==> src/rtl/stream_demux.sv <==
// stream_demux: routes one upstream valid/ready stream to four
// one-entry lane buffers, with a wrapping accepted-beat counter per lane.
module stream_demux #(
  parameter int DATA_WIDTH = 1,
  parameter int CNT_WIDTH  = 8
) (
  input  logic                    clk,
  input  logic                    rst_n,
  input  logic [DATA_WIDTH-1:0]   in_data,
  input  logic [1:0]              in_sel,
  input  logic                    in_valid,
  output logic                    in_ready,
  output logic [4*DATA_WIDTH-1:0] out_data,
  output logic [3:0]              out_valid,
  input  logic [3:0]              out_ready,
  output logic [4*CNT_WIDTH-1:0]  out_count
);

  localparam logic EMPTY = 1'b0;
  localparam logic FULL  = 1'b1;

  localparam logic [CNT_WIDTH-1:0] CNT_ONE = {{(CNT_WIDTH-1){1'b0}}, 1'b1};

  logic [3:0]            state;
  logic [DATA_WIDTH-1:0] data_q [4];
  logic [CNT_WIDTH-1:0]  cnt_q  [4];
  logic [3:0]            push;
  logic [3:0]            pop;

  // A full lane can still take a beat when it drains on the same edge.
  always_comb begin
    in_ready = rst_n &&
      ((state[in_sel] == EMPTY) || out_ready[in_sel]);
  end

  always_comb begin
    push = '0;
    for (int k = 0; k < 4; k++) begin
      push[k] = in_valid && in_ready && (in_sel == 2'(k));
    end
  end

  assign pop       = out_valid & out_ready;
  assign out_valid = state;

  always_ff @(posedge clk or negedge rst_n) begin
    if (!rst_n) begin
      for (int k = 0; k < 4; k++) begin
        state[k]  <= EMPTY;
        data_q[k] <= '0;
        cnt_q[k]  <= '0;
      end
    end else begin
      for (int k = 0; k < 4; k++) begin
        if (push[k]) begin
          state[k]  <= FULL;
          data_q[k] <= in_data;
          cnt_q[k]  <= cnt_q[k] + CNT_ONE;
        end else if (pop[k]) begin
          state[k] <= EMPTY;
        end
      end
    end
  end

  for (genvar g = 0; g < 4; g++) begin : g_lane
    assign out_data[g*DATA_WIDTH +: DATA_WIDTH] = data_q[g];
    assign out_count[g*CNT_WIDTH +: CNT_WIDTH]  = cnt_q[g];
  end

endmodule
==> config.mk <==
export PLATFORM = sky130hd
export DESIGN_NAME = stream_demux
export DESIGN_NICKNAME = d
export VERILOG_FILES = /design/src/rtl/stream_demux.sv
export SDC_FILE = /design/constraint.sdc
export NUM_CORES = 1
export LEC_CHECK = 0
export CAP_MARGIN = 20
export CORE_MARGIN = 3
export CORE_UTILIZATION = 47
export CTS_CLUSTER_DIAMETER = 60
export DETAILED_ROUTE_END_ITERATION = 8
export PLACE_DENSITY = 0.79
export SLEW_MARGIN = 15
export SYNTH_ARGS = -nofsm -noshare
export SYNTH_HDL_FRONTEND = slang
export SYNTH_SLANG_ARGS = --single-unit
==> constraint.sdc <==
create_clock -name clk -period 1.95 [get_ports clk]
set_input_delay 0.39 -clock clk [delete_from_list [all_inputs] [get_ports clk]]
set_output_delay 0.39 -clock clk [all_outputs]
set_load 0.05 [all_outputs]
==> results of run 1 <==
## layer usage
metal | track usage, % | vias up | share of wire [%]
met1 | 21.9 | 684 | 42
met4 | 7.20 | 0 | 1.9
li1 | - | 669 | -
met3 | 5.58 | 7 | 5.2
met5 | 0 | - | 0
met2 | 31.2 | 34 | 51
## layout make-up
class	count	area share (%)
sequential	40	37.9
inverter	2	0.284
multi-input combinational	105	31.8
timing repair buffer	71	24.4
tap	48	2.27
clock buffer	8	3.41
## cell families after synthesis
kind of cell               count (synthesis)  share of synthesized area (%)
and+or+nand+nor                           63                           22.0
DFF                                       40                           54.6
buffers and inverters                      5                           1.91
AOI/OAI and AO/OA                          4                           1.64
muxes                                      6                           3.69
adders and majority gates                  4                           2.73
xor gates and xnor gates                  28                           13.4
## power by group
group          internal (mW)  switching (mW)
sequential             0.997           0.199
combinational          0.443           0.838
clock                  0.288           0.263
## metrics by stage
| step | power (mW) | area, sq um | setup WS (ns) | TNS, ns | hold slack (ns) |
|---|---|---|---|---|---|
| after floorplan | 2.03 | 1840 | 0.0935 | 0 | 0.0944 |
| after global placement | 2.46 | 2500 | -0.163 | -1.21 | 0.457 |
| after detailed placement | 2.49 | 2500 | -0.191 | -1.63 | 0.461 |
| after CTS | 3.05 | 2610 | 0.000761 | 0 | 0.160 |
| after global routing | 3.18 | 2640 | -0.00934 | -0.00934 | 0.172 |
| final | 3.03 | 2640 | 0.0345 | 0 | 0.164 |
## sequential cells by signal (all words and copies together), names as in the netlist
signal     cells
out_valid      4
out_count     32
out_data       4
## what timing repair did
item / CTS / global route
gates resized for setup: 8 / 7
pin swaps: 2 / 3
setup endpoints to repair: 1 / 3
buffers inserted: 1 / 1
## Yosys cell counts
| master | count |
|---|---|
| a211o_1 | 1 |
| a21boi_0 | 1 |
| and2_1 | 3 |
| and3_1 | 4 |
| buf_2 | 1 |
| buf_6 | 2 |
| dfrtp_1 | 40 |
| ha_1 | 4 |
| inv_1 | 2 |
| mux2_2 | 6 |
| nand2_1 | 16 |
| nand2_2 | 1 |
| nand2b_1 | 2 |
| nand3_1 | 5 |
| nand3b_1 | 1 |
| nand4_1 | 9 |
| nor2_1 | 3 |
| nor2b_1 | 3 |
| nor3_1 | 2 |
| nor3_4 | 2 |
| nor3b_1 | 3 |
| nor3b_2 | 2 |
| nor4_1 | 1 |
| nor4_4 | 1 |
| nor4b_1 | 1 |
| nor4bb_1 | 1 |
| o2111ai_1 | 1 |
| o21ai_0 | 1 |
| or2_2 | 2 |
| or4b_4 | 1 |
| xnor2_1 | 20 |
| xor2_1 | 8 |
## final timing paths
check	start	to	slack, ns	depth (start not counted)
worst min-delay path	rst_n	out_count[22]	0.16	2
min in group clk	out_ready[3]	out_valid[3]	0.40	3
worst max register to register	out_valid[2]	out_count[23]	0.28	5
max in group asynchronous	rst_n	out_valid[0]	1.56	2
worst min register to register	out_count[31]	out_count[31]	0.46	1
worst max-delay path	out_count[5]	out_count[5]	0.03	1
==> results_dict.tcl, run 1 <==
set metrics [dict create \
    synth_area_sq_mm 0.00183 \
    rows 22 \
    fin_crit_ns 1.92 \
    netlist_top_cells_area "dfrtp_1 (55%), xnor2_1 (9.6%), xor2_1 (3.8%)" \
    outcome "finished, final reports clean" \
    fin_crit_sh_pct 98.2 \
    ys_types 32 \
    die_x_um 68.5 \
    end_kind "primary output" \
    rsz0062_at_grt "yes" \
    fillers 276 \
    power_density_mw_per_mm2 1150 \
    syn2layout_area_growth_pct 44.2 \
    hold_viol_final 0 \
    portBuffers 50 \
    yosysTopAreaCellShare_pct 54.6 \
    drc 0 \
    htreeDepth 2 \
    vias 1394 \
    critPathLaunchType "flop" \
    critical_path.top_delay_family "buffers and inverters" \
    initial_core_util_pct 49.3 \
    cts_tree "done" \
    synth_seq_cells 40 \
    io_pins 51 \
    yosysWarnings 0 \
    synthCells 150 \
    critPathMaxStageDelay_ns 0.83 \
    clock-sinks 40 \
    ant_nets 0 \
    path_clk_slew_ns 0.07 \
    drt-total-wl_mm 3.91 \
    mostFrequentLayoutCell "dfrtp_1" \
    worstPathCellList "clkdlybuf4s50_1" \
    multi_input_area_sq_um 840 \
    ys_seq_area_share_pct 54.6 \
    worst_pin_slew_ns 0.511 \
    drive_gt1_share_pct 28.8 \
    syn_nets 164 \
    max-vdd-ir-drop_uv 762 \
    yosysTopAreaCell "dfrtp_1" \
    grt_pass1_wl_mm 6.32 \
    drtIter0Drc 69 \
    cts_made_buffers 5 \
    critPathBufInv 1 \
    avgSynthCellArea_sq_um 12.2 \
    final_max_slew_viol_count 0 \
    grt.overflow.total 0 \
    antenna_found_initial 0 \
    cp_slowest_cell "clkdlybuf4s50_1" \
    leakage_nw 1.29 \
    skew_ns 0.00611 \
    track_usage_pct 18.5 \
    path_class "reg2out" \
    grt_max_degree 22 \
    crit_arrival_ns 1.53 \
    n_antenna_cell 0 \
    hold_buffers 0 \
    place.gp.congestion 0.769 \
    fin_nets 239 \
    finalSetupViolCount 0 \
    maxCapViolCount 0 \
    dr.pass1.iters 4 \
    via_per_inst 5.09 \
    insertion_delay_ns 0.29 \
    fmax_mhz 522 \
    first_global_vias 1414 \
    crit_fanout 3 \
    wl_per_cell_um 14.3 \
    final_cell_mix "dfrtp_1 (40), buf_4 (35), clkdlybuf4s50_1 (26)" \
    crit_required_ns 1.56 \
    cts_root_buf "clkbuf_8" \
    seq_area_sq_mm 0.00100 \
    dp_hpwl_mm 3.01 \
    dieArea_sq_mm 0.00469 \
    clock_path_buffers 2 \
    slew_headroom_pct 65.8 \
    stdcell_count 274 \
    die_y_um 68.5 \
    dp_cells 264 \
    hold_path_class "in2async" \
    fp.coreArea_sq_mm 0.00372 \
    final_util_pct 71.1 \
]
Note: power is estimated with default switching activity, not from simulation.
==> run 2, diff against run 1 <==
CORE_ASPECT_RATIO = 0.9   (was default)
==> run 2 against run 1 <==
Compared with the run above:
- core utilization grew 2.2 points
- non-clock buffer count unchanged
- power fell by 1.7%
- combinational power about the same
- setup slack improved by 0.019 ns
- worst hold slack lost 0.055 ns
- maximum frequency up 1.0%
- flip-flop and latch count is the same
- routed wire length is 0.54% lower
- clock power shrank 10%
- global-route usage fell by 0.78 points
- critical path type is now in2out
==> results_dict.tcl, run 2 (same netlist as run 1, synthesis figures left out) <==
set metrics [dict create \
    outcome "finished, final reports clean" \
    place_ws_ns -0.163 \
    hold_viol_final 0 \
    cts_made_buffers 5 \
    intPower_mw 1.68 \
    mostFrequentLayoutCell "dfrtp_1" \
    grt_pass1_wl_mm 6.52 \
    insertion_delay_ns 0.28 \
    holdWs_ns 0.109 \
    crit_fanout 2 \
    p_seq_share_pct 40.2 \
    syn2layout_area_growth_pct 42.0 \
    io_pins 51 \
    path_clk_slew_ns 0.07 \
    final_max_slew_viol_count 0 \
    fillers 253 \
    dp_hpwl_mm 2.99 \
    crit_arrival_ns 1.51 \
    power_density_mw_per_mm2 1140 \
    rows 20 \
    final_cell_area_sq_mm 0.00260 \
    swShare_pct 43.5 \
    fin_crit_sh_pct 97.2 \
    grt.overflow.total 0 \
    antenna_found_initial 0 \
    final_util_pct 73.3 \
    end_kind "primary output" \
    rr_startpoint "out_valid[2]" \
    via_per_inst 5.16 \
    vias 1388 \
    busiest_layer "met2" \
    use_met1_pct 20.9 \
    ant_nets 0 \
    combPwrFrac_pct 43.1 \
    first_global_vias 1473 \
    met3_usage_pct 5.05 \
    pwr-share-clk_pct 16.7 \
    fin_tns_setup_ns 0 \
    fp.coreArea_sq_mm 0.00355 \
    n_antenna_cell 0 \
    startpoint "out_ready[3]" \
    grt_max_degree 28 \
    stdcell_count 269 \
    power.switching_mw 1.29 \
    clock-sinks 40 \
    dr.pass1.iters 4 \
    drc 0 \
    crit_required_ns 1.56 \
    fin_nets 239 \
    fmax_mhz 527 \
    max-vdd-ir-drop_uv 874 \
    track_usage_pct 17.7 \
    drt-total-wl_mm 3.89 \
    fin_crit_ns 1.90 \
    hold_path_class "in2async" \
    skew_ns 0.00414 \
    maxCapViolCount 0 \
    worst_slack_ns 0.0539 \
    finalSetupViolCount 0 \
    drtIter0Drc 31 \
    leakage_nw 1.29 \
    cts_root_buf "clkbuf_8" \
    clock_path_buffers 2 \
    drive_gt1_share_pct 28.9 \
    path_class "in2out" \
    place.gp.congestion 0.759 \
    largest_reg_flops 32 \
    slew_headroom_pct 65.3 \
    post_dp_cell_area_sq_mm 0.00249 \
    worst_pin_slew_ns 0.520 \
    final_cell_mix "dfrtp_1 (40), buf_4 (37), clkdlybuf4s50_1 (25)" \
    portBuffers 50 \
    dieArea_sq_mm 0.00469 \
    critPathLaunchType "primary input" \
    grtUsageMet2_pct 31.5 \
    die_y_um 65.2 \
    initial_core_util_pct 51.6 \
    r2r_cells 5 \
    wl_per_cell_um 14.5 \
    cts_tree "done" \
    dp_cells 261 \
    power_mw 2.98 \
    die_x_um 71.8 \
    htreeDepth 2 \
    hold_buffers 0 \
]
-- run 2: routing by layer --
| layer | routed length (um) | vias up | share of wire (%) |
|---|---|---|---|
| met5 | 0 | - | 0 |
| met4 | 8 | 0 | 0.21 |
| met3 | 233 | 2 | 6.0 |
| met2 | 2020 | 37 | 52 |
| met1 | 1630 | 686 | 42 |
| li1 | - | 663 | - |
-- run 2: timing repair --
action	CTS	global route
resized for setup	5	8
endpoints found under the setup margin	1	4
gates cloned	0	0
setup buffers	0	1
pin swaps	2	2
-- run 2: power groups by stage --
stage | Combinational [mW] | Clock, mW | Sequential [mW]
global route | 1.35 | 0.553 | 1.23
detailed placement | 1.29 | 0 | 1.21
CTS | 1.30 | 0.512 | 1.20
global placement | 1.27 | 0 | 1.19
finish | 1.28 | 0.496 | 1.20
floorplan | 0.263 | 0 | 1.77
-- run 2: layout make-up --
cell class / instances / area [sq um] / share of cell area [%]
Timing Repair Buffer: 71 / 633 / 24.3
Clock buffer: 6 / 72.6 / 2.79
Multi-Input combinational cell: 105 / 830 / 31.9
Clock inverter: 1 / 5.00 / 0.192
Tap cell: 44 / 55.1 / 2.11
Inverter: 2 / 7.51 / 0.288
Sequential cell: 40 / 1000 / 38.4
-- run 2: final timing paths --
check | endpoint | slack [ns]
setup / recovery | in_ready | 0.05
hold / removal | out_count[5] | 0.11
setup reg to reg | out_count[23] | 0.28
hold reg to reg | out_count[31] | 0.47
max in group asynchronous | out_count[31] | 1.53
min in group clk | out_count[31] | 0.47
-- run 2: worst max-delay path, cell delays in order --
cell and delay (ns):
clkdlybuf4s50_1 0.46, nand2b_4 0.13, and2_4 0.15, o21ai_2 0.07
a21boi_4 0.16, buf_12 0.15
==> run 3, diff against run 2 <==
CORE_UTILIZATION = 45   (was 47)
PLACE_DENSITY = 0.76   (was 0.79)
==> run 3 against run 2 <==
Compared with the run above:
- final area grew 3.0%
- sequential power is essentially flat
- critical path type unchanged
- non-clock buffer count grew 2
- combinational power is essentially flat
- highest routed layer unchanged
- maximum frequency shrank 0.38%
- first-iteration DRC count grew to 3.1 times the previous value
- clock skew grew 0.0077 ns
- clock power grew 34%
- largest cell class unchanged
- flip-flop and latch count is the same
- die area grew 4.1%
- critical endpoint unchanged
- core utilization shrank 2.9 points
==> results_dict.tcl, run 3 (same netlist as run 1, synthesis figures left out) <==
set metrics [dict create \
    crit_arrival_ns 1.51 \
    portBuffers 50 \
    power_density_mw_per_mm2 1180 \
    outcome "finished, final reports clean" \
    finalSetupViolCount 0 \
    vias 1406 \
    initial_core_util_pct 48.1 \
    final_max_slew_viol_count 0 \
    crit_fanout 2 \
    critPathMaxStageDelay_ns 0.47 \
    path_class "in2out" \
    fin_crit_sh_pct 97.6 \
    skew_ns 0.0119 \
    dieArea_sq_mm 0.00488 \
    crit_required_ns 1.56 \
    end_kind "primary output" \
    dp_cells 263 \
    clock-sinks 40 \
    syn2layout_area_growth_pct 46.3 \
    rsz0062_at_grt "no" \
    hold_viol_final 0 \
    htreeDepth 2 \
    maxCapViolCount 0 \
    worst_pin_slew_ns 0.514 \
    insertion_delay_ns 0.30 \
    fin_crit_ns 1.90 \
    power_mw 3.17 \
    intPower_mw 1.82 \
    hold_path_class "in2async" \
    antenna_found_initial 0 \
    grt_max_degree 18 \
    stdcell_count 274 \
    place.gp.congestion 0.765 \
    cts_made_buffers 5 \
    wl_per_cell_um 15.1 \
    drive_gt1_share_pct 29.8 \
    n_antenna_cell 0 \
    path_clk_slew_ns 0.08 \
    largest_reg_flops 32 \
    holdWs_ns 0.0739 \
    track_usage_pct 19.0 \
    max-vdd-ir-drop_uv 734 \
    fin_nets 241 \
    first_global_vias 1465 \
    grt.overflow.total 0 \
    via_per_inst 5.13 \
    cts_tree "done" \
    cts_root_buf "clkbuf_8" \
    final_cell_area_sq_mm 0.00268 \
    mostFrequentLayoutCell "dfrtp_1" \
    rows 21 \
    final_util_pct 70.4 \
    die_x_um 73.3 \
    worstPathCellList "clkdlybuf4s50_1 > nand2b_4 > and2_4 > o21ai_4 > a21boi_4 > buf_12" \
    drtIter0Drc 96 \
    dp_hpwl_mm 3.12 \
    swShare_pct 42.5 \
    fp.coreArea_sq_mm 0.00381 \
    grt_pass1_wl_mm 7.02 \
    pwr-share-clk_pct 21.1 \
    dr.pass1.iters 4 \
    io_pins 51 \
    slew_headroom_pct 65.7 \
    combPwrFrac_pct 41.0 \
    ant_nets 0 \
    fmax_mhz 525 \
    drc 0 \
    clock_path_buffers 2 \
    leakage_nw 1.38 \
    final_cell_mix "dfrtp_1 (40), buf_4 (36), clkdlybuf4s50_1 (22)" \
    cp_slowest_cell "clkdlybuf4s50_1" \
    p_seq_share_pct 38.0 \
    critPathLaunchType "primary input" \
    die_y_um 66.6 \
    post_dp_cell_area_sq_mm 0.00249 \
    drt-total-wl_mm 4.14 \
    power.switching_mw 1.35 \
    hold_buffers 0 \
]
-- run 3: worst max-delay path: cells and delay by family --
kind                   cells  cell delay, ns
buffers and inverters      2            0.62
AOI/OAI and AO/OA          2            0.21
and+or+nand+nor            2            0.27
-- run 3: worst paths after layout --
path	cells past startpoint	slack, ns	to	start
min reg2reg	1	0.47	out_count[7]	out_count[7]
min in group clk	3	0.46	out_valid[2]	out_ready[2]
min	2	0.07	out_valid[3]	rst_n
max	6	0.05	in_ready	out_ready[3]
max reg2reg	4	0.38	out_count[21]	out_valid[2]
max in group asynchronous	2	1.66	out_count[3]	rst_n
-- run 3: per-stage QoR --
step	setup WS, ns	setup TNS [ns]
after CTS	0.00229	0
after detailed placement	-0.147	-0.704
after global routing	0.00257	0
final	0.0466	0
after global placement	-0.147	-0.434
after floorplan	0.0935	0
-- run 3: final cells by class --
type | count | area [sq um]
timing repair buffer | 73 | 668
tap | 46 | 57.6
clock inverter | 2 | 35.0
fill | 268 | 1130
clock buffer | 6 | 72.6
multi-input combinational | 105 | 840
inverter | 2 | 7.51
sequential | 40 | 1000
-- run 3: power groups by stage --
stage	sequential [mW]	combinational (mW)	clock, mW
final	1.20	1.30	0.667
after global placement	1.20	1.26	0
after CTS	1.20	1.30	0.680
after detailed placement	1.21	1.29	0
after floorplan	1.77	0.263	0
after global routing	1.23	1.37	0.717
-- run 3: routing by layer --
| metal | global-route usage, % | vias up | wire [um] |
|---|---|---|---|
| met4 | 5.99 | 0 | 68 |
| li1 | - | 667 | - |
| met3 | 7.24 | 7 | 303 |
| met5 | 0 | - | 0 |
| met1 | 24.3 | 679 | 1770 |
| met2 | 29.6 | 53 | 2000 |
-- run 3: repair_timing --
action                     CTS  global route
resized for setup            7            14
buffers inserted             0             3
setup endpoints to repair    1             7
gates cloned                 0             0
pin swaps                    2             2
==> variant 1: new RTL, config.mk and constraints of run 3 <==
Make the reset (`rst_n`) synchronous in one clocked block.
--- a/src/rtl/stream_demux.sv
+++ b/src/rtl/stream_demux.sv
@@ -44,5 +44,5 @@
   assign out_valid = state;
 
-  always_ff @(posedge clk or negedge rst_n) begin
+  always_ff @(posedge clk) begin
     if (!rst_n) begin
       for (int k = 0; k < 4; k++) begin
Behaviour: differs if rst_n is asserted again (counterexample within 4 cycles, from zero or initial values and one cycle with rst_n low); with rst_n held inactive, the same outputs for 10 cycles.
==> variant 1 against run 3 <==
Sequential cell count unchanged; critical path depth fell by 5; synthesized area grew 5.9%; final area about the same; global-route usage fell by 3.1 points; routed wire length fell by 6.3%; setup slack improved by 0.018 ns; critical endpoint is now out_count[5]; largest cell class unchanged.
Power is not compared: it rests on default switching activity, and its combinational part moved more than twofold at a synthesized area within 25%.
==> variant 1: results (changes against run 3) <==
worst_setup_path:
  r2r_end: "cnt_q[3][6]$_SDFFCE_PN0P_"  # was out_count[21]$_DFFE_PN0P_
  rrSetupSlack_ns: 0.50  # was 0.38 ns
  worstPathArrival_ns: 1.49  # was 1.51 ns
  worst-path-max-fanout: 4  # was 2
  slowest_delay_ns: 0.82  # was 0.47 ns
  crit_end: "out_count[5]"  # was in_ready
  r2r-start: "cnt_q[3][0]$_SDFFCE_PN0P_"  # was out_valid[2]$_DFFE_PN0P_
worst_hold_path:
  hp-class: "input pin to flop"  # was input pin to asynchronous set/reset pin
finish:
  seq_area_um2: 1161  # was 1001 µm²
  drive_gt1_frac: 0.2033  # was 0.2982
outcome:
  status: "complete, no violations"  # unchanged
global_routing:
  grt_pass1_vias: 1362  # was 1465
  grt_pass1_wl_um: 6065  # was 7024 µm
  grt_max_degree: 12  # was 18
sta:
  hold_slack_ns: 0.5294  # was 0.07387 ns
  finClkSkew_ns: 0.005524  # was 0.01187 ns
  fmax_mhz: 530.5  # was 525.4 MHz
  slew_headroom: 0.6642  # was 0.6571
placed_design:
  dpl_worst_slack_ns: -0.1546  # was -0.1473 ns
  dp.cells: 286  # was 263
yosys:
  yosysUniqueCellTypes: 24  # was 32
  ys_async_sr_fraction: 0  # was 1.000
  synthMuxAreaShare: 0  # was 0.03686
  synthAdderAreaFrac: 0.02579  # was 0.02730
  synth_seq_area_share: 0.5983  # was 0.5461
  synth_edf_count: 36  # was 0
  syn_nets: 193  # was 164
route:
  wl_per_cell_um: 13.19  # was 15.11 µm
[variant 1: changes by cell type after synthesis, moves of 5 or more]
cell,before,now
edfxtp_1,0,36
inv_1,2,9
nand4_1,9,4
xnor2_1,20,6
dfrtp_1,40,0
or3_1,0,13
o21ai_0,1,14
a21oi_1,0,11
nor2_1,3,22
nand3_1,5,15
mux2_2,6,0
[variant 1: metal layers]
layer / up-vias / track usage / share of wire
met1: 709 / 0.2179 / 0.46
met3: 8 / 0.05874 / 0.068
met2: 51 / 0.2283 / 0.46
met5: - / 0 / 0
li1: 771 / - / -
met4: 0 / 0.06332 / 0.016
[variant 1: layout make-up]
type / instances / area share
Sequential cell: 40 / 0.4332
Multi-Input combinational cell: 125 / 0.2689
Timing Repair Buffer: 64 / 0.2292
Clock buffer: 8 / 0.03361
Tap cell: 48 / 0.02241
Inverter: 9 / 0.01261
==> variant 2: new RTL, flow settings as in run 3 <==
Made on the original files. `CNT_WIDTH`: 8 -> 10.
--- a/src/rtl/stream_demux.sv
+++ b/src/rtl/stream_demux.sv
@@ -3,5 +3,5 @@
 module stream_demux #(
   parameter int DATA_WIDTH = 1,
-  parameter int CNT_WIDTH  = 8
+  parameter int CNT_WIDTH  = 10
 ) (
   input  logic                    clk,
Interface: changed (resized out_count); port bits go from 51 to 59. The function was not compared with the original's and may differ.
==> variant 2 against run 3 <==
The run now ends with setup timing left; global-route usage is 3.1 points lower; clock skew is 0.0056 ns lower; setup slack worse by 0.052 ns; critical path depth is 1 lower; utilization is 4.4 points lower; maximum frequency is 2.6% lower; first-iteration DRC count is 34% lower; routed wire length is 4.1% higher; total power is 1.8% higher; synthesized area is 18% higher; sequential cell count is 8 higher; final area is 12% higher; worst hold slack better by 0.12 ns; largest cell class unchanged; largest power group is now sequential cells.
==> variant 2: results (changes against run 3) <==
sta:
  finClkSkew_ns: 0.006242  # was 0.01187 ns
  finalSetupTns_ns: -0.004998  # was 0 ns
  finalSetupViolations: 1  # was 0
  tightestPinTransition_ns: 0.5178  # was 0.5136 ns
  setup_slack_ns: -0.004998  # was 0.04664 ns
finish:
  diodes: 0  # unchanged
  drive_gt1_frac: 0.2738  # was 0.2982
  fill_cells: 401  # was 268
  largest_register_ffs: 40  # was 32
  nNetsFinal: 265  # was 241
placed_design:
  io_buffer_count: 58  # was 50
  gp_congestion: 0.7593  # was 0.7649
  dpl_worst_slack_ns: -0.2907  # was -0.1473 ns
  placed_area_um2: 2860  # was 2492 µm²
  dp_hpwl_um: 3293  # was 3119 µm
route:
  drt-initial-drc-count: 63  # was 96
  drt_pass1_iterations: 4  # unchanged
  dr_total_vias: 1566  # was 1406
  routed.top_layer: "met4"  # unchanged
  met3RoutedLength_um: 194  # was 303 µm
  wl_met1_um: 2023  # was 1767 µm
  wl_per_cell_um: 13.73  # was 15.11 µm
  route.met2.wl_um: 2063  # was 2000 µm
yosys:
  syn_nets: 187  # was 164
  synthTopCellsByArea: "dfrtp_1 (55%), xnor2_1 (9.7%), xor2_1 (4.8%)"  # was dfrtp_1 (55%), xnor2_1 (9.6%), xor2_1 (3.8%)
  ys_async_sr_fraction: 1.000  # unchanged
  ys_dominant_reg_cell: "dfrtp_1"  # unchanged
  synth_seq_area_share: 0.5530  # was 0.5461
  ys_top_cells_by_count: "dfrtp_1 (48), xnor2_1 (24), nand3_1 (16)"  # was dfrtp_1 (40), xnor2_1 (20), nand2_1 (16)
  yosysUniqueCellTypes: 27  # was 32
  ys_warn_count: 0  # unchanged
worst_setup_path:
  worstPathArrival_ns: 1.56  # was 1.51 ns
  worst-path-max-fanout: 2  # unchanged
cts:
  cts_buffers: 5  # unchanged
  htree_levels: 2  # unchanged
  clkTransAtPathRegs_ns: 0.08  # about the same
  post-cts-setup-buffer-count: 0  # unchanged
  ctsLongestPathBuffers: 2  # unchanged
  clk_latency_ns: 0.29
  clock-root-buffer: "clkbuf_8"  # unchanged
global_routing:
  grt_max_degree: 24  # was 18
  track_usage: 0.1586  # was 0.1899
  antenna_found_initial: 0  # unchanged
  grt_pass1_vias: 1497  # was 1465
  grt_pass1_wl_um: 7079  # was 7024 µm
outcome:
  status: "finished with violations"  # was complete, no violations
  violations: "setup timing"
power:
  power.leakage_nw: 1.477  # was 1.383 nW
  peakVddDrop_uv: 930.4  # was 734.3 µV
worst_hold_path:
  hp-class: "input pin to asynchronous set/reset pin"  # unchanged
variant 2: cell count changes in the layout (fill, tap and decap cells not counted), sizes merged, moves of 4 or more:
| cell | change |
|---|---|
| dfrtp | +8 |
| nand3 | +11 |
| nor2 | +4 |
| nor3b | -5 |
| xnor2 | +4 |
| xor2 | +4 |
variant 2: layout make-up:
class                      count  share of cell area
clock buffer                   8             0.03004
multi-input combinational    124              0.3304
sequential                    48              0.4009
tap                           62             0.02587
timing repair buffer          72              0.2128
variant 2: path summary, 6_finish.rpt:
| kind | startpoint | cells past startpoint | end | slack (ns) |
|---|---|---|---|---|
| worst max-delay path | out_ready[2] | 5 | in_ready | -0.005 |
| worst min-delay path | rst_n | 2 | out_valid[1]$_DFFE_PN0P_ | 0.19 |
| worst max register to register | out_valid[2]$_DFFE_PN0P_ | 3 | out_count[21]$_DFFE_PN0P_ | 0.52 |
| worst min register to register | out_count[29]$_DFFE_PN0P_ | 1 | out_count[29]$_DFFE_PN0P_ | 0.47 |
| max in group asynchronous | rst_n | 2 | out_valid[0]$_DFFE_PN0P_ | 1.47 |
| min in group clk | out_count[29]$_DFFE_PN0P_ | 1 | out_count[29]$_DFFE_PN0P_ | 0.47 |
variant 2: report_power, final:
| group | switching, mW | internal (mW) | total, mW |
|---|---|---|---|
| logic | 0.832 | 0.421 | 1.25 |
| clock network | 0.303 | 0.290 | 0.592 |
| registers | 0.221 | 1.16 | 1.38 |
variant 2: per-stage QoR:
stage | instances | utilization
global placement | 306 | 0.6291
global route | 314 | 0.6596
CTS | 314 | 0.6563
finish | 314 | 0.6596
floorplan | 173 | -
detailed placement | 306 | 0.6291
variant 2: kinds of logic after synthesis:
kind of cell	count (synthesis)	share of synthesized area
simple gates	74	0.2195
flops	48	0.5530
xor+xnor	36	0.1452
mux	9	0.05184
fa+ha+maj	4	0.02304
compound gates	1	0.002302
buf+inv	1	0.005184
variant 2: per-layer routing:
metal	global-route usage	vias to the layer above
li1	-	761
met1	0.2281	763
met2	0.2458	40
met3	0.03598	2
met4	0.04008	0
met5	0	-
variant 2: repair_timing:
item                                    4_1_cts  5_1_grt
endpoints found under the setup margin        1        7
gates resized for setup                      13        6
hold buffers                                  0        0
variant 2: worst max-delay path: stages:
cell,delay (ns)
dlygate4sd2_1,0.25
nand2b_4,0.15
mux4_2,0.46
and2_4,0.18
buf_8,0.14
